**src/rtl/multicycle_ctrl_fsm.sv**
```systemverilog
// ---------------------------------------------------------------------------
// multicycle_ctrl_fsm
//   Control sequencer for a multi-cycle RV32I datapath. Each instruction is
//   stepped through FETCH / DECODE / EXECUTE / MEM / WB states. The block drives:
//     - the shared ALU operand muxes and the ALU op,
//     - the single memory port (request, write enable, address select),
//     - the IR / PC / register-file write enables,
//     - the immediate extender select (imm_src).
//   An unsupported opcode, or an unsupported branch funct3, parks the sequencer
//   in TRAP. Only reset leaves TRAP.
//
// Ports
//   i_clk          clock; all state changes happen on the rising edge
//   i_rst          synchronous, active-high reset
//   i_instr[31:0]  IR contents (opcode and funct3 are used)
//   i_zero         ALU zero flag from the rs1-rs2 compare
//   i_mem_ready    memory accepted/completed the request this cycle
//   o_mem_req      memory request (fetch, load or store)
//   o_mem_we       store strobe, qualified by o_mem_req
//   o_adr_src      memory address select: 0 PC, 1 ALUOut
//   o_ir_write     load IR and oldPC from the fetched word
//   o_pc_write     PC <= selected result
//   o_reg_write    write rd
//   o_imm_src      immediate select: 000 I, 001 S, 010 B, 011 U, 100 J, 101 jalr
//   o_alu_src_a    00 PC, 01 oldPC, 10 rs1, 11 zero
//   o_alu_src_b    00 rs2, 01 ImmExt, 10 constant 4
//   o_alu_op       00 add, 01 sub, 10 decode funct3/funct7
//   o_result_src   00 ALUOut, 01 memory read data, 10 ALU result direct
//   o_illegal      high while parked in TRAP
// ---------------------------------------------------------------------------
module multicycle_ctrl_fsm #(
  parameter int IMM_SRC_W = 3
) (
  input  logic                 i_clk,
  input  logic                 i_rst,
  input  logic [31:0]          i_instr,
  input  logic                 i_zero,
  input  logic                 i_mem_ready,
  output logic                 o_mem_req,
  output logic                 o_mem_we,
  output logic                 o_adr_src,
  output logic                 o_ir_write,
  output logic                 o_pc_write,
  output logic                 o_reg_write,
  output logic [IMM_SRC_W-1:0] o_imm_src,
  output logic [1:0]           o_alu_src_a,
  output logic [1:0]           o_alu_src_b,
  output logic [1:0]           o_alu_op,
  output logic [1:0]           o_result_src,
  output logic                 o_illegal
);

  // Immediate select encodings
  localparam logic [IMM_SRC_W-1:0] IMM_I    = IMM_SRC_W'(0);
  localparam logic [IMM_SRC_W-1:0] IMM_S    = IMM_SRC_W'(1);
  localparam logic [IMM_SRC_W-1:0] IMM_B    = IMM_SRC_W'(2);
  localparam logic [IMM_SRC_W-1:0] IMM_U    = IMM_SRC_W'(3);
  localparam logic [IMM_SRC_W-1:0] IMM_J    = IMM_SRC_W'(4);
  localparam logic [IMM_SRC_W-1:0] IMM_JALR = IMM_SRC_W'(5);

  // Opcodes
  localparam logic [6:0] OP_LOAD   = 7'b0000011;
  localparam logic [6:0] OP_STORE  = 7'b0100011;
  localparam logic [6:0] OP_R      = 7'b0110011;
  localparam logic [6:0] OP_I      = 7'b0010011;
  localparam logic [6:0] OP_BRANCH = 7'b1100011;
  localparam logic [6:0] OP_JAL    = 7'b1101111;
  localparam logic [6:0] OP_JALR   = 7'b1100111;
  localparam logic [6:0] OP_LUI    = 7'b0110111;
  localparam logic [6:0] OP_AUIPC  = 7'b0010111;

  // ALU operand / op / result encodings
  localparam logic [1:0] A_PC    = 2'b00;
  localparam logic [1:0] A_OLDPC = 2'b01;
  localparam logic [1:0] A_RS1   = 2'b10;
  localparam logic [1:0] A_ZERO  = 2'b11;
  localparam logic [1:0] B_RS2   = 2'b00;
  localparam logic [1:0] B_IMM   = 2'b01;
  localparam logic [1:0] B_FOUR  = 2'b10;
  localparam logic [1:0] OP_ADD  = 2'b00;
  localparam logic [1:0] OP_SUB  = 2'b01;
  localparam logic [1:0] OP_FUNC = 2'b10;
  localparam logic [1:0] RS_ALUOUT = 2'b00;
  localparam logic [1:0] RS_MEM    = 2'b01;
  localparam logic [1:0] RS_ALU    = 2'b10;

  typedef enum logic [3:0] {
    S_FETCH, S_DECODE, S_MEMADR, S_MEMREAD, S_MEMWB, S_MEMWRITE,
    S_EXECR, S_EXECI, S_ALUWB, S_BRANCH, S_JAL, S_JALR1, S_JALR2,
    S_UIMM, S_TRAP
  } state_t;

  state_t r_state, w_next;

  // Last driven immediate select; replayed in states that do not use it.
  logic [IMM_SRC_W-1:0] r_imm_hold;

  logic [6:0] w_opcode;
  logic [2:0] w_funct3;
  logic       w_unused_instr;

  assign w_opcode       = i_instr[6:0];
  assign w_funct3       = i_instr[14:12];
  assign w_unused_instr = ^{i_instr[31:15], i_instr[11:7]};

  // Raw decoded controls (before reset gating)
  logic                 w_mem_req, w_mem_we, w_adr_src, w_ir_write;
  logic                 w_pc_write, w_reg_write, w_illegal;
  logic                 w_imm_use;
  logic [IMM_SRC_W-1:0] w_imm_val;
  logic [1:0]           w_a, w_b, w_op, w_rs;

  always_ff @(posedge i_clk) begin
    if (i_rst) begin
      r_state    <= S_FETCH;
      r_imm_hold <= '0;
    end else begin
      r_state <= w_next;
      if (w_imm_use) r_imm_hold <= w_imm_val;
    end
  end

  always_comb begin
    w_next      = r_state;
    w_mem_req   = 1'b0;
    w_mem_we    = 1'b0;
    w_adr_src   = 1'b0;
    w_ir_write  = 1'b0;
    w_pc_write  = 1'b0;
    w_reg_write = 1'b0;
    w_illegal   = 1'b0;
    w_imm_use   = 1'b0;
    w_imm_val   = IMM_I;
    w_a         = A_PC;
    w_b         = B_RS2;
    w_op        = OP_ADD;
    w_rs        = RS_ALUOUT;

    unique case (r_state)
      S_FETCH: begin
        w_mem_req = 1'b1;
        w_adr_src = 1'b0;
        if (i_mem_ready) begin
          // PC+4 goes straight back to PC from the ALU, bypassing ALUOut.
          w_ir_write = 1'b1;
          w_pc_write = 1'b1;
          w_a        = A_PC;
          w_b        = B_FOUR;
          w_op       = OP_ADD;
          w_rs       = RS_ALU;
          w_next     = S_DECODE;
        end
      end

      S_DECODE: begin
        // Speculative target oldPC+imm into ALUOut; jal needs the J immediate.
        w_imm_use = 1'b1;
        w_imm_val = (w_opcode == OP_JAL) ? IMM_J : IMM_B;
        w_a       = A_OLDPC;
        w_b       = B_IMM;
        w_op      = OP_ADD;
        unique case (w_opcode)
          OP_LOAD, OP_STORE: w_next = S_MEMADR;
          OP_R:              w_next = S_EXECR;
          OP_I:              w_next = S_EXECI;
          OP_BRANCH:         w_next = S_BRANCH;
          OP_JAL:            w_next = S_JAL;
          OP_JALR:           w_next = S_JALR1;
          OP_LUI, OP_AUIPC:  w_next = S_UIMM;
          default:           w_next = S_TRAP;
        endcase
      end

      S_MEMADR: begin
        w_imm_use = 1'b1;
        w_imm_val = (w_opcode == OP_STORE) ? IMM_S : IMM_I;
        w_a       = A_RS1;
        w_b       = B_IMM;
        w_op      = OP_ADD;
        w_next    = (w_opcode == OP_STORE) ? S_MEMWRITE : S_MEMREAD;
      end

      S_MEMREAD: begin
        w_mem_req = 1'b1;
        w_adr_src = 1'b1;
        if (i_mem_ready) w_next = S_MEMWB;
      end

      S_MEMWB: begin
        w_rs        = RS_MEM;
        w_reg_write = 1'b1;
        w_next      = S_FETCH;
      end

      S_MEMWRITE: begin
        w_mem_req = 1'b1;
        w_mem_we  = 1'b1;
        w_adr_src = 1'b1;
        if (i_mem_ready) w_next = S_FETCH;
      end

      S_EXECR: begin
        w_a    = A_RS1;
        w_b    = B_RS2;
        w_op   = OP_FUNC;
        w_next = S_ALUWB;
      end

      S_EXECI: begin
        w_imm_use = 1'b1;
        w_imm_val = IMM_I;
        w_a       = A_RS1;
        w_b       = B_IMM;
        w_op      = OP_FUNC;
        w_next    = S_ALUWB;
      end

      S_ALUWB: begin
        w_rs        = RS_ALUOUT;
        w_reg_write = 1'b1;
        w_next      = S_FETCH;
      end

      S_BRANCH: begin
        // ALUOut still holds the DECODE target; the ALU compares rs1-rs2.
        w_a  = A_RS1;
        w_b  = B_RS2;
        w_op = OP_SUB;
        w_rs = RS_ALUOUT;
        unique case (w_funct3)
          3'b000: begin
            w_pc_write = i_zero;
            w_next     = S_FETCH;
          end
          3'b001: begin
            w_pc_write = ~i_zero;
            w_next     = S_FETCH;
          end
          default: w_next = S_TRAP;
        endcase
      end

      S_JAL: begin
        // PC <= ALUOut (target from DECODE); ALU forms oldPC+4 for rd.
        w_imm_use  = 1'b1;
        w_imm_val  = IMM_J;
        w_a        = A_OLDPC;
        w_b        = B_FOUR;
        w_op       = OP_ADD;
        w_rs       = RS_ALUOUT;
        w_pc_write = 1'b1;
        w_next     = S_ALUWB;
      end

      S_JALR1: begin
        w_imm_use = 1'b1;
        w_imm_val = IMM_JALR;
        w_a       = A_RS1;
        w_b       = B_IMM;
        w_op      = OP_ADD;
        w_next    = S_JALR2;
      end

      S_JALR2: begin
        w_a        = A_OLDPC;
        w_b        = B_FOUR;
        w_op       = OP_ADD;
        w_rs       = RS_ALUOUT;
        w_pc_write = 1'b1;
        w_next     = S_ALUWB;
      end

      S_UIMM: begin
        // LUI: 0 + imm, AUIPC: oldPC + imm
        w_imm_use = 1'b1;
        w_imm_val = IMM_U;
        w_a       = (w_opcode == OP_LUI) ? A_ZERO : A_OLDPC;
        w_b       = B_IMM;
        w_op      = OP_ADD;
        w_next    = S_ALUWB;
      end

      S_TRAP: begin
        w_illegal = 1'b1;
        w_next    = S_TRAP;
      end

      default: w_next = S_FETCH;
    endcase
  end

  // Output stage: everything is forced low during reset so that a reset
  // arriving mid-transaction cannot leak a PC/RF/memory write.
  always_comb begin
    o_mem_req    = 1'b0;
    o_mem_we     = 1'b0;
    o_adr_src    = 1'b0;
    o_ir_write   = 1'b0;
    o_pc_write   = 1'b0;
    o_reg_write  = 1'b0;
    o_imm_src    = '0;
    o_alu_src_a  = 2'b00;
    o_alu_src_b  = 2'b00;
    o_alu_op     = 2'b00;
    o_result_src = 2'b00;
    o_illegal    = 1'b0;
    if (!i_rst) begin
      o_mem_req    = w_mem_req;
      o_mem_we     = w_mem_we;
      o_adr_src    = w_adr_src;
      o_ir_write   = w_ir_write;
      o_pc_write   = w_pc_write;
      o_reg_write  = w_reg_write;
      o_alu_src_a  = w_a;
      o_alu_src_b  = w_b;
      o_alu_op     = w_op;
      o_result_src = w_rs;
      o_illegal    = w_illegal;
      if (w_imm_use)
        o_imm_src = w_imm_val;
      else if (r_state != S_TRAP)
        o_imm_src = r_imm_hold;
    end
  end

endmodule
```
**config.mk**
```make
export PLATFORM = sky130hd
export DESIGN_NAME = multicycle_ctrl_fsm
export DESIGN_NICKNAME = d
export VERILOG_FILES = /design/src/rtl/multicycle_ctrl_fsm.sv
export SDC_FILE = /design/constraint.sdc
export NUM_CORES = 1
export LEC_CHECK = 0
export BUFFER_PORTS_ARGS = -buffer_cell sky130_fd_sc_hd__buf_2
export CORE_MARGIN = 2
export CORE_UTILIZATION = 47
export DETAILED_ROUTE_END_ITERATION = 10
export PLACE_DENSITY = 0.88
export SKIP_LAST_GASP = 1
export SLEW_MARGIN = 20
export SYNTH_ARGS = -nofsm -noshare
export SYNTH_HDL_FRONTEND = slang
export SYNTH_SLANG_ARGS = --single-unit
```
**constraint.sdc**
```tcl
create_clock -name i_clk -period 2.3 [get_ports i_clk]
set_input_delay 0.115 -clock i_clk [delete_from_list [all_inputs] [get_ports i_clk]]
set_output_delay 0.115 -clock i_clk [all_outputs]
set_load 0.1 [all_outputs]
```
* Word level (Yosys, flattened, before mapping)
Index checks and enable logic that the tools add are counted. Widths: inputs -> output; s select.
Word-level totals: flip-flop bits (word level) 7, bits of input ports 36, output and inout port bits 18, word-level logic and storage cells 87
Cells by class: equality and inequality tests 28, mux-type cells 40, bitwise logic cells 1, reductions and logical operators 16
Operators with widths (count):
- $pmux 4 s9 | 1
- $eq 4x4->1 const B | 7
- $pmux 4 s7 | 1
- $eq 7x6->1 const B | 3
- $eq 7x7->1 const B | 3
- $eq 4x3->1 const B | 4
- $mux 1 | 16
- $mux 4 | 4
- $mux 3 | 5
- $pmux 3 s5 | 1
- $reduce_or 5->1 | 3
- $eq 7x5->1 const B | 2
- $reduce_or 2->1 | 7
- $mux 2 | 6
- $pmux 2 s3 | 2
- $eq 4x2->1 const B | 2
- $pmux 2 s2 | 2
- $eq 7x2->1 const B | 1
- $ne 2x2->1 const B | 3
- $reduce_or 3->1 | 2
- $reduce_or 6->1 | 1
- $eq 4x1->1 const B | 1
- $logic_not 4->1 | 1
- $ne 4x4->1 const B | 1
- other kinds (6) | 6

* Depth between registers and ports, before layout
Gate-level depths: netlist of the first run.
depth in word-level cells 5, depth in mapped cells 6, mapped depth without buffers 4

* Worst setup path before layout of the first run
Ideal clock, no wire load.
path kind register to output, start register r_state[1], end output port o_pc_write, arrival time 3.611 ns, required time 2.185 ns, slack -1.426 ns, cell stages (with the launch flop) 6, path buffers 1, cell sequence dfxtp_1 buf_2 nand2b_1 nor3_1 nand3_1 o31ai_2
On the way: word-level cells in the longest chain between the ends 4, elaborated cells on any way between the ends 7, those cells by class eq/ne (3); mux (2); reduce/logical (2)
RTL lines:
- from (decl) | RTL line 93 | state_t r_state, w_next;
- from (signal assigned) | RTL line 118 | r_state <= w_next;
- $eq 4x4->1 | RTL line 139 | unique case (r_state)
- $reduce_or 2->1 (no line)
- $pmux 1 s3 * | RTL line 139
- $mux 1 * | RTL line 307 | if (!i_rst) begin
- to (decl) | RTL line 43 | output logic o_pc_write,
Mark *: on every way between the ends. The rest lies on a longest branch, timed or not.

* Final worst setup path of the first run
start register r_state[1], end output port o_illegal
On the way: word-level cells in the longest chain between the ends 3
RTL lines:
- $eq 4x4->1 | RTL line 139
- $mux 1 | RTL line 139
- $mux 1 | RTL line 307
- to (decl) | RTL line 50 | output logic o_illegal
No other way between the ends.

==> qor.txt, run 1 <==
YOSYS
----------------------------------------------------------------------------------
Fraction of the yosys area taken by sequential cells ................       0.1466
Post-Syn Nets .......................................................          171
Post-Syn Instances ..................................................          135
Cell taking the most area after synthesis ...........................      dfxtp_1
Top area cells in the synthesized netlist ........................... dfxtp_1 15%, nor2_1 5.9%, a21oi_1 5.8%
#FFs+latches synth ..................................................            7
Dominant synthesized flop cell ......................................      dfxtp_1
Count of warnings emitted by yosys ..................................            0
Count of unique library cells instantiated by Yosys .................           50
Number of enable flip-flop cells after synthesis ....................            0
Post-synthesis instance area ........................................  955.9 sq um
Mean cell area of the mapped netlist ................................  7.081 sq um
Share of synthesized flip-flops with an asynchronous set or reset ...            0
Area share of the largest cell type after synthesis .................       0.1466

DETAILED ROUTING
----------------------------------------------------------------------------------
Via count normalized by instance count ..............................        6.141
Remaining number of nets flagged by the antenna check after routing .            0
Total iterations of the first detailed-routing run ..................            4
WL per Instance .....................................................     15.51 um
Post-detailed-route DRC marker count ................................            0
Via total after detailed routing ....................................         1179
1st-iter DRT viols ..................................................           42
Final routed wirelength across all metal layers .....................      2978 um

STA
----------------------------------------------------------------------------------
Unrepaired setup endpoints after global routing .....................           no
Highest attainable clock frequency ..................................    461.6 MHz
Slew @ Worst Pin ....................................................    0.5009 ns
Worst hold margin ...................................................    0.2796 ns
Final worst path period need ........................................     2.166 ns
Endpoints failing setup .............................................            0
Headroom to the max-slew limit ......................................       0.6656
Minimum setup slack in the final design .............................    0.1336 ns
Number of slew-limit violations in the final report .................            0
Crit share post-route ...............................................       0.9419
Final hold violation count ..........................................            0
Clk_skew ............................................................  0.003136 ns

PLACED DESIGN
----------------------------------------------------------------------------------
Pre-CTS setup slack .................................................    0.3533 ns
Detailed placement HPWL .............................................      2127 um
# placed instances ..................................................          188
Gp weighted congestion ..............................................       0.9028
Number of I/O port buffers ..........................................           31

SETUP PATH
----------------------------------------------------------------------------------
Category of the worst setup path capture point ...................... primary output
Kind of cell with the highest combined delay on the critical path ... buffers and inverters
CP bufs+invs ........................................................            2
CP Cell Sequence .................................................... buf_4, nor2b_1, nand3_1, nor2_1, buf_2
Maximum single-stage delay on the critical path .....................      0.63 ns
Maximum fanout along the worst path .................................           14
WP data required ....................................................      2.18 ns
Endpoint arrival time on the critical path ..........................      2.05 ns
Critical path type ..................................................   reg -> out
Nature of the critical path startpoint ..............................    flip-flop
Cell with the biggest individual delay on the critical path .........      dfxtp_1

FINAL LAYOUT
----------------------------------------------------------------------------------
Ant. Diodes .........................................................            0
Number of non-filler instances in the completed layout ..............          192
Ratio of cells with drive above 1 in the final layout ...............       0.4182
Number of filler cells placed in the layout .........................          182
Area grow syn2layout ................................................       33.90%
Core occupancy in the finished layout ...............................       0.6591
Nets@finish .........................................................          202

GRT
----------------------------------------------------------------------------------
Wire length of the first global-routing pass ........................      5016 um
Met2 track demand over resource in global routing ...................       0.4189
Number of antenna violations at the first check in global routing ...            0
Largest net degree at the start of global routing ...................           20
Total track usage ...................................................       0.2592
Most used routing layer in global routing ...........................         met2
Vias in the first global route ......................................         1137
Met1 Resource Use GR ................................................       0.3138
GRT overflow ........................................................            0
Met3 layer usage reported by global route ...........................      0.05215

CLOCK NETWORK
----------------------------------------------------------------------------------
Clock latency reported for the late side of the worst-skew pair .....      0.26 ns
Deepest level of the CTS H-tree .....................................            1
PostCTS Resize Cnt ..................................................            0
Number of clock buffers inserted by TritonCTS .......................            3
Post-CTS Hold Fix Bufs ..............................................            0
Clock root buffer master ............................................     clkbuf_4
Sink Count ..........................................................            7
Clock Tree Buf Depth ................................................            2
TritonCTS clock tree ................................................          yes
Number of buffers inserted to repair setup after CTS ................            0
CTS clock-pin slew for the worst setup and hold paths ...............      0.06 ns

POWER
----------------------------------------------------------------------------------
Power Dens Cells .................................................... 748.5 nW/um^2
Worst voltage drop across the vdd grid ..............................     433.5 uV
Leakage power summed over all cells .................................    0.4980 nW

WORST HOLD PATH
----------------------------------------------------------------------------------
Path class of the lowest-slack min-delay path .......................    in -> reg

DIE
----------------------------------------------------------------------------------
Number of core rows .................................................           16
Die Area ............................................................   2411 sq um
Initial standard-cell utilization of the core .......................       0.4923
Die Wd ..............................................................     49.10 um
Die Y ...............................................................     49.10 um
Count of boundary I/O pins ..........................................           54
Total core area .....................................................   1942 sq um

OUTCOME
----------------------------------------------------------------------------------
Status .............................................................. complete, no violations

RUN
----------------------------------------------------------------------------------
Max Cap Viol ........................................................            0

## routing by layer
metal	part of all wire	routed length (um)
met5	0	0
met4	0.036	108
met3	0.076	226
met2	0.50	1498
met1	0.38	1144
## path summary, 6_finish.rpt
kind            startpoint       endpoint  slack [ns]  cells past startpoint
max             r_state[1]      o_illegal        0.13                      5
max reg2reg     r_state[3]     r_state[2]        0.47                      5
min                  i_rst  r_imm_hold[2]        0.28                      2
min reg2reg  r_imm_hold[1]  r_imm_hold[1]        0.51                      2
## kinds of logic (layout without fill, tap and decap cells)
family	count (synthesis)	in the layout	share of synthesized area
XOR/XNOR	4	4	0.04451
AND/OR/NAND/NOR	71	71	0.4241
multiplexers	1	1	0.01178
flip-flops	7	7	0.1466
adder cells (fa/ha/maj)	1	1	0.01178
AO/OA/AOI/OAI	38	38	0.2801
buffers and inverters	13	43	0.08115
## sequential cells by signal, summed over array words and instances (netlist names)
| signal | count |
|---|---|
| r_imm_hold | 3 |
| r_state | 4 |
## synth_stat cells, drive strengths merged (2+ instances only)
cell type,n
nand3b,3
inv,3
nand2,8
or2,3
nor3,9
o21bai,2
nor2b,5
a21o,3
or3,2
dfxtp,7
a21oi,12
and3b,2
a21boi,2
clkbuf,2
buf,8
o21ai,5
nor4b,2
nor2,16
nand2b,6
xnor2,3
o221ai,2
nand3,8
## layout make-up
type                       count  area (sq um)  area share
clock buffer                   4         26.28     0.02053
inverter                       3         11.26    0.008798
multi-input combinational    115         798.3      0.6237
sequential                     7         142.6      0.1114
tap                           27         33.78     0.02639
timing repair buffer          36         267.8      0.2092
## through the flow
step / instance area (sq um) / power (mW) / setup TNS (ns)
global route: 1280 / 1.003 / 0
CTS: 1277 / 0.9477 / 0
detailed placement: 1251 / 0.8288 / 0
floorplan: 1016 / 0.6952 / -0.5151
finish: 1280 / 0.9581 / 0
global placement: 1251 / 0.8097 / 0
## cell usage in the layout, fill, tap and decap left out, drive strengths merged, types with 2 or more instances in the layout
cell type / Yosys / layout
nand3b: 3 / 3
xnor2: 3 / 3
nand2b: 6 / 6
or3: 2 / 2
nor4b: 2 / 2
nor3: 9 / 9
clkbuf: 2 / 4
nand3: 8 / 8
and3b: 2 / 2
o21ai: 5 / 5
or2: 3 / 3
o221ai: 2 / 2
inv: 3 / 3
nor2: 16 / 16
nand2: 8 / 8
buf: 8 / 36
a21o: 3 / 3
a21oi: 12 / 12
nor2b: 5 / 5
a21boi: 2 / 2
dfxtp: 7 / 7
o21bai: 2 / 2
## power by group
group | leakage, nW | switching (mW) | internal, mW
clock network | 0.0150 | 0.0503 | 0.0665
logic | 0.425 | 0.450 | 0.203
registers | 0.0580 | 0.0502 | 0.138
total | 0.498 | 0.550 | 0.408
(Power assumes the default switching activity.)
==> inputs of run 2 (changes only) <==
==> constraint.sdc (replaced) <==
create_clock -name i_clk -period 2.3 [get_ports i_clk]
set_input_delay 0.115 -clock i_clk [delete_from_list [all_inputs] [get_ports i_clk]]
set_output_delay 0.115 -clock i_clk [all_outputs]
set_load 0.01 [all_outputs]
==> run 2 against run 1 <==
Compared with the run above: fmax rose by 5.2%; global-route usage shrank 1.6 points; combinational power fell by 46%; critical path type unchanged; critical path depth up 1; largest cell class unchanged; via count shrank 0.59%; clock power is 6% higher; flip-flop and latch count is the same; die area stayed put; count of clock-buffer cells in the layout stayed put.
==> qor.txt, run 2 (synthesis gave the netlist of run 1 again) <==
OUTCOME
----------------------------------------------------------------------------------
Status .............................................................. complete, no violations

STA
----------------------------------------------------------------------------------
Slew @ Worst Pin ....................................................    0.5750 ns
Highest attainable clock frequency ..................................    485.6 MHz
Unrepaired setup endpoints after global routing .....................           no
Worst hold margin ...................................................    0.2324 ns
Crit share post-route ...............................................       0.8954
Minimum setup slack in the final design .............................    0.2407 ns
Post-Route Setup TNS ................................................         0 ns
Headroom to the max-slew limit ......................................       0.6162
Final worst path period need ........................................     2.059 ns
Clk_skew ............................................................  0.008676 ns
Endpoints failing setup .............................................            0
Final hold violation count ..........................................            0
Number of slew-limit violations in the final report .................            0

DETAILED ROUTING
----------------------------------------------------------------------------------
Final routed wirelength across all metal layers .....................      2687 um
Remaining number of nets flagged by the antenna check after routing .            0
Post-detailed-route DRC marker count ................................            0
Via count normalized by instance count ..............................        6.168
Via total after detailed routing ....................................         1172
WL per Instance .....................................................     14.14 um
1st-iter DRT viols ..................................................           38
Total iterations of the first detailed-routing run ..................            4

FINAL LAYOUT
----------------------------------------------------------------------------------
Most frequent cells in the layout ................................... 31 x buf_2, 15 x nor2_1, 11 x a21oi_1, 9 x nor3_1
Core occupancy in the finished layout ...............................       0.5818
Nets@finish .........................................................          200
Area of combinational cells with multiple inputs ....................  738.2 sq um
Ratio of cells with drive above 1 in the final layout ...............       0.3252
Largest regs ........................................................ r_state: 4 flops, r_imm_hold: 3 flops
Number of filler cells placed in the layout .........................          188
Ant. Diodes .........................................................            0
Top register by number of flip-flops ................................      r_state
Area grow syn2layout ................................................       18.19%
Flip-flop count of the largest register, all copies and words added .            4
Sequential cell area in the final layout ............................  142.6 sq um
Most common cell after layout, fill and taps aside ..................        buf_2

CLOCK NETWORK
----------------------------------------------------------------------------------
Number of clock buffers inserted by TritonCTS .......................            3
Deepest level of the CTS H-tree .....................................            1
TritonCTS clock tree ................................................          yes
CTS clock-pin slew for the worst setup and hold paths ...............      0.06 ns
Clock root buffer master ............................................     clkbuf_4
PostCTS Resize Cnt ..................................................            0
Clock Tree Buf Depth ................................................            2
Sink Count ..........................................................            7
Clock latency reported for the late side of the worst-skew pair .....      0.27 ns
Number of buffers inserted to repair setup after CTS ................            0
Post-CTS Hold Fix Bufs ..............................................            0

WORST HOLD PATH
----------------------------------------------------------------------------------
WHS Path Cells ......................................................            2
Min-Delay Startpoint ................................................        i_rst
Path class of the lowest-slack min-delay path .......................    in -> reg
Destination of the worst hold path .................................. r_imm_hold[0]

SETUP PATH
----------------------------------------------------------------------------------
Nature of the critical path startpoint ..............................    flip-flop
Endpoint arrival time on the critical path ..........................      1.94 ns
Path depth of the worst reg2reg path ................................            4
WP data required ....................................................      2.18 ns
Maximum fanout along the worst path .................................           18
Category of the worst setup path capture point ...................... primary output
Cell with the biggest individual delay on the critical path .........      dfxtp_1
CP Cell Sequence .................................................... buf_4, nor2b_1, a2bb2oi_1, a31oi_1, nor2_1, buf_2
CP bufs+invs ........................................................            2
Kind of cell with the highest combined delay on the critical path ...   flip-flops
Reg-to-Reg End ......................................................   r_state[2]
R2R Path Start ......................................................   r_state[1]
Maximum single-stage delay on the critical path .....................      0.68 ns
Critical path type ..................................................   reg -> out
Reg-to-reg setup timing slack .......................................      0.55 ns

GRT
----------------------------------------------------------------------------------
Number of antenna violations at the first check in global routing ...            0
Wire length of the first global-routing pass ........................      4685 um
Largest net degree at the start of global routing ...................           24
Total track usage ...................................................       0.2432
Vias in the first global route ......................................         1042
GRT overflow ........................................................            0

DIE
----------------------------------------------------------------------------------
Die Y ...............................................................     49.10 um
Count of boundary I/O pins ..........................................           54
Die Area ............................................................   2411 sq um
Total core area .....................................................   1942 sq um
Number of core rows .................................................           16
Die Wd ..............................................................     49.10 um
Initial standard-cell utilization of the core .......................       0.4923

PLACED DESIGN
----------------------------------------------------------------------------------
Detailed placement HPWL .............................................      1984 um
Gp weighted congestion ..............................................       0.8590
Number of I/O port buffers ..........................................           31
Pre-CTS setup slack .................................................    0.4033 ns

POWER
----------------------------------------------------------------------------------
Power Dens Cells .................................................... 595.1 nW/um^2
Leakage power summed over all cells .................................    0.4682 nW
Worst voltage drop across the vdd grid ..............................     331.7 uV

RUN
----------------------------------------------------------------------------------
Max Cap Viol ........................................................            0

-- run 2: how the worst max path moves through the flow --
stage / from / endpoint / slack (ns) / cells after the start
after floorplan: r_state[3] / o_alu_src_b[1] / 0.86 / 5
after global placement: r_state[2] / o_pc_write / 0.47 / 5
after detailed placement: r_state[2] / o_pc_write / 0.40 / 5
after CTS: r_state[2] / o_pc_write / 0.12 / 5
after global routing: r_state[1] / o_imm_src[2] / 0.09 / 6
final: r_state[1] / o_imm_src[2] / 0.24 / 6
-- run 2: per-stage QoR --
| step | power (mW) | cells | cell area (sq um) |
|---|---|---|---|
| floorplan | 0.4559 | 135 | 955.9 |
| CTS | 0.6654 | 190 | 1127 |
| finish | 0.6723 | 190 | 1130 |
| global placement | 0.5289 | 186 | 1101 |
| global route | 0.7230 | 190 | 1130 |
| detailed placement | 0.5430 | 186 | 1101 |
-- run 2: report_power, final --
group	total [mW]	switching, mW	internal (mW)
Sequential	0.194	0.0561	0.138
Combinational	0.354	0.191	0.163
Clock	0.124	0.0572	0.0669
-- run 2: final cells by class --
| type | count | share of cell area |
|---|---|---|
| Timing Repair Buffer | 34 | 0.1573 |
| Tap cell | 27 | 0.02990 |
| Inverter | 3 | 0.009967 |
| Clock buffer | 4 | 0.02326 |
| Multi-Input combinational cell | 115 | 0.6534 |
| Sequential cell | 7 | 0.1262 |
-- run 2: layer usage --
layer,up-vias,global-route usage,share of wire
met4,0,0.1381,0.042
met1,550,0.3026,0.38
met2,53,0.3919,0.51
li1,554,-,-
met5,-,0,0
met3,15,0.04294,0.063
==> inputs of run 3 (changes only) <==
Settings changed: RECOVER_POWER from default to 25.
==> run 3 against run 2 <==
Compared with the run above: setup slack improved by 0.0097 ns; clock skew grew 0.0016 ns; core utilization shrank 0.26 points; combinational power shrank 1%; first-iteration DRC count up 7.9%; cell area fell by 0.44%; critical path type unchanged; largest power group unchanged.
==> qor.txt, run 3 (synthesis gave the netlist of run 1 again) <==
OUTCOME
----------------------------------------------------------------------------------
Status .............................................................. complete, no violations

STA
----------------------------------------------------------------------------------
Headroom to the max-slew limit ......................................       0.6267
Final worst path period need ........................................     2.050 ns
Clk_skew ............................................................   0.01024 ns
Highest attainable clock frequency ..................................    487.9 MHz
Endpoints failing setup .............................................            0
Number of slew-limit violations in the final report .................            0
Worst hold margin ...................................................    0.2313 ns
Slew @ Worst Pin ....................................................    0.5592 ns
Unrepaired setup endpoints after global routing .....................           no
Post-Route Setup TNS ................................................         0 ns
Final hold violation count ..........................................            0
Crit share post-route ...............................................       0.8911

CLOCK NETWORK
----------------------------------------------------------------------------------
Deepest level of the CTS H-tree .....................................            1
Number of buffers inserted to repair setup after CTS ................            0
Number of clock buffers inserted by TritonCTS .......................            3
TritonCTS clock tree ................................................          yes
Clock latency reported for the late side of the worst-skew pair .....      0.27 ns
Sink Count ..........................................................            7
Clock Tree Buf Depth ................................................            2
Clock root buffer master ............................................     clkbuf_4
CTS clock-pin slew for the worst setup and hold paths ...............      0.05 ns

FINAL LAYOUT
----------------------------------------------------------------------------------
Flip-flop count of the largest register, all copies and words added .            4
Nets@finish .........................................................          200
Ant. Diodes .........................................................            0
Most common cell after layout, fill and taps aside ..................        buf_2
Largest regs ........................................................ r_state: 4 flops, r_imm_hold: 3 flops
Ratio of cells with drive above 1 in the final layout ...............       0.3067
Core occupancy in the finished layout ...............................       0.5793
Most frequent cells in the layout ................................... 30 x buf_2, 15 x nor2_1, 11 x a21oi_1, 9 x nor3_1
Top register by number of flip-flops ................................      r_state
Area grow syn2layout ................................................       17.67%

SETUP PATH
----------------------------------------------------------------------------------
WP data required ....................................................      2.18 ns
Critical path type ..................................................   reg -> out
Category of the worst setup path capture point ...................... primary output
Maximum fanout along the worst path .................................           18
Endpoint arrival time on the critical path ..........................      1.93 ns
Nature of the critical path startpoint ..............................    flip-flop

DETAILED ROUTING
----------------------------------------------------------------------------------
1st-iter DRT viols ..................................................           41
Via total after detailed routing ....................................         1163
Via count normalized by instance count ..............................        6.121
Total iterations of the first detailed-routing run ..................            4
Remaining number of nets flagged by the antenna check after routing .            0
WL per Instance .....................................................     14.06 um
Post-detailed-route DRC marker count ................................            0
Final routed wirelength across all metal layers .....................      2671 um

PLACED DESIGN
----------------------------------------------------------------------------------
Number of I/O port buffers ..........................................           31
Gp weighted congestion ..............................................       0.8590
Detailed placement HPWL .............................................      1984 um

GRT
----------------------------------------------------------------------------------
GRT overflow ........................................................            0
Wire length of the first global-routing pass ........................      4685 um
Largest net degree at the start of global routing ...................           24
Total track usage ...................................................       0.2432
Vias in the first global route ......................................         1042
Number of antenna violations at the first check in global routing ...            0

DIE
----------------------------------------------------------------------------------
Die Wd ..............................................................     49.10 um
Count of boundary I/O pins ..........................................           54
Initial standard-cell utilization of the core .......................       0.4923
Die Y ...............................................................     49.10 um
Die Area ............................................................   2411 sq um
Total core area .....................................................   1942 sq um
Number of core rows .................................................           16

WORST HOLD PATH
----------------------------------------------------------------------------------
Path class of the lowest-slack min-delay path .......................    in -> reg

POWER
----------------------------------------------------------------------------------
Leakage power summed over all cells .................................    0.4607 nW
Power Dens Cells .................................................... 593.8 nW/um^2
Worst voltage drop across the vdd grid ..............................     334.3 uV

RUN
----------------------------------------------------------------------------------
Max Cap Viol ........................................................            0

==> run 3: cell count changes in the layout (fill, tap and decap cells not counted), sizes merged <==
cell    previous run  this run
buf               34        32
clkbuf             4         6
==> run 3: worst max-delay path, cell delays in order, from the launching register on <==
cell,delay [ns]
dfxtp_1,0.67
buf_4,0.25
nor2b_1,0.21
a2bb2oi_1,0.12
a31oi_1,0.23
nor2_1,0.06
buf_2,0.14
==> run 3: path summary, 6_finish.rpt <==
| check | to | cells after the start | start | slack, ns |
|---|---|---|---|---|
| worst min register to register | r_imm_hold[1] | 2 | r_imm_hold[1] | 0.49 |
| worst max-delay path | o_imm_src[2] | 6 | r_state[1] | 0.25 |
| worst min-delay path | r_imm_hold[0] | 2 | i_rst | 0.23 |
| worst max register to register | r_state[2] | 4 | r_state[1] | 0.57 |
==> run 3: final cells by class <==
| type | count | area, sq um |
|---|---|---|
| well taps | 27 | 33.78 |
| flip-flops and latches | 7 | 142.6 |
| repair buffers | 34 | 172.7 |
| clock buffers | 4 | 26.28 |
| multi-input cells | 115 | 738.2 |
| inverters | 3 | 11.26 |
| fillers | 186 | 817.0 |
==> run 3: metal layers <==
layer | global-route usage | vias up | routed length, um
met3 | 0.04294 | 15 | 237
met1 | 0.3026 | 529 | 971
li1 | - | 554 | -
met5 | 0 | - | 0
met2 | 0.3919 | 65 | 1351
met4 | 0.1381 | 0 | 111
==> run 3: where the power goes <==
group | total, mW | leakage (nW) | switching (mW) | internal [mW]
Clock | 0.125 | 0.0150 | 0.0579 | 0.0669
Sequential | 0.194 | 0.0580 | 0.0557 | 0.138
Combinational | 0.349 | 0.388 | 0.190 | 0.160
Total | 0.668 | 0.461 | 0.303 | 0.365
==> run 3: through the flow <==
step | power, mW | std cells | instance area [sq um] | setup WS, ns
after floorplan | 0.4559 | 135 | 955.9 | 0.8627
after global placement | 0.5289 | 186 | 1101 | 0.4674
after detailed placement | 0.5430 | 186 | 1101 | 0.4033
after CTS | 0.6654 | 190 | 1127 | 0.1242
after global routing | 0.7186 | 190 | 1125 | 0.1032
final | 0.6679 | 190 | 1125 | 0.2504
==> run 3: what timing repair did <==
action,CTS,global route
resized for setup,0,2
setup endpoints to repair,0,5
hold buffers,0,0
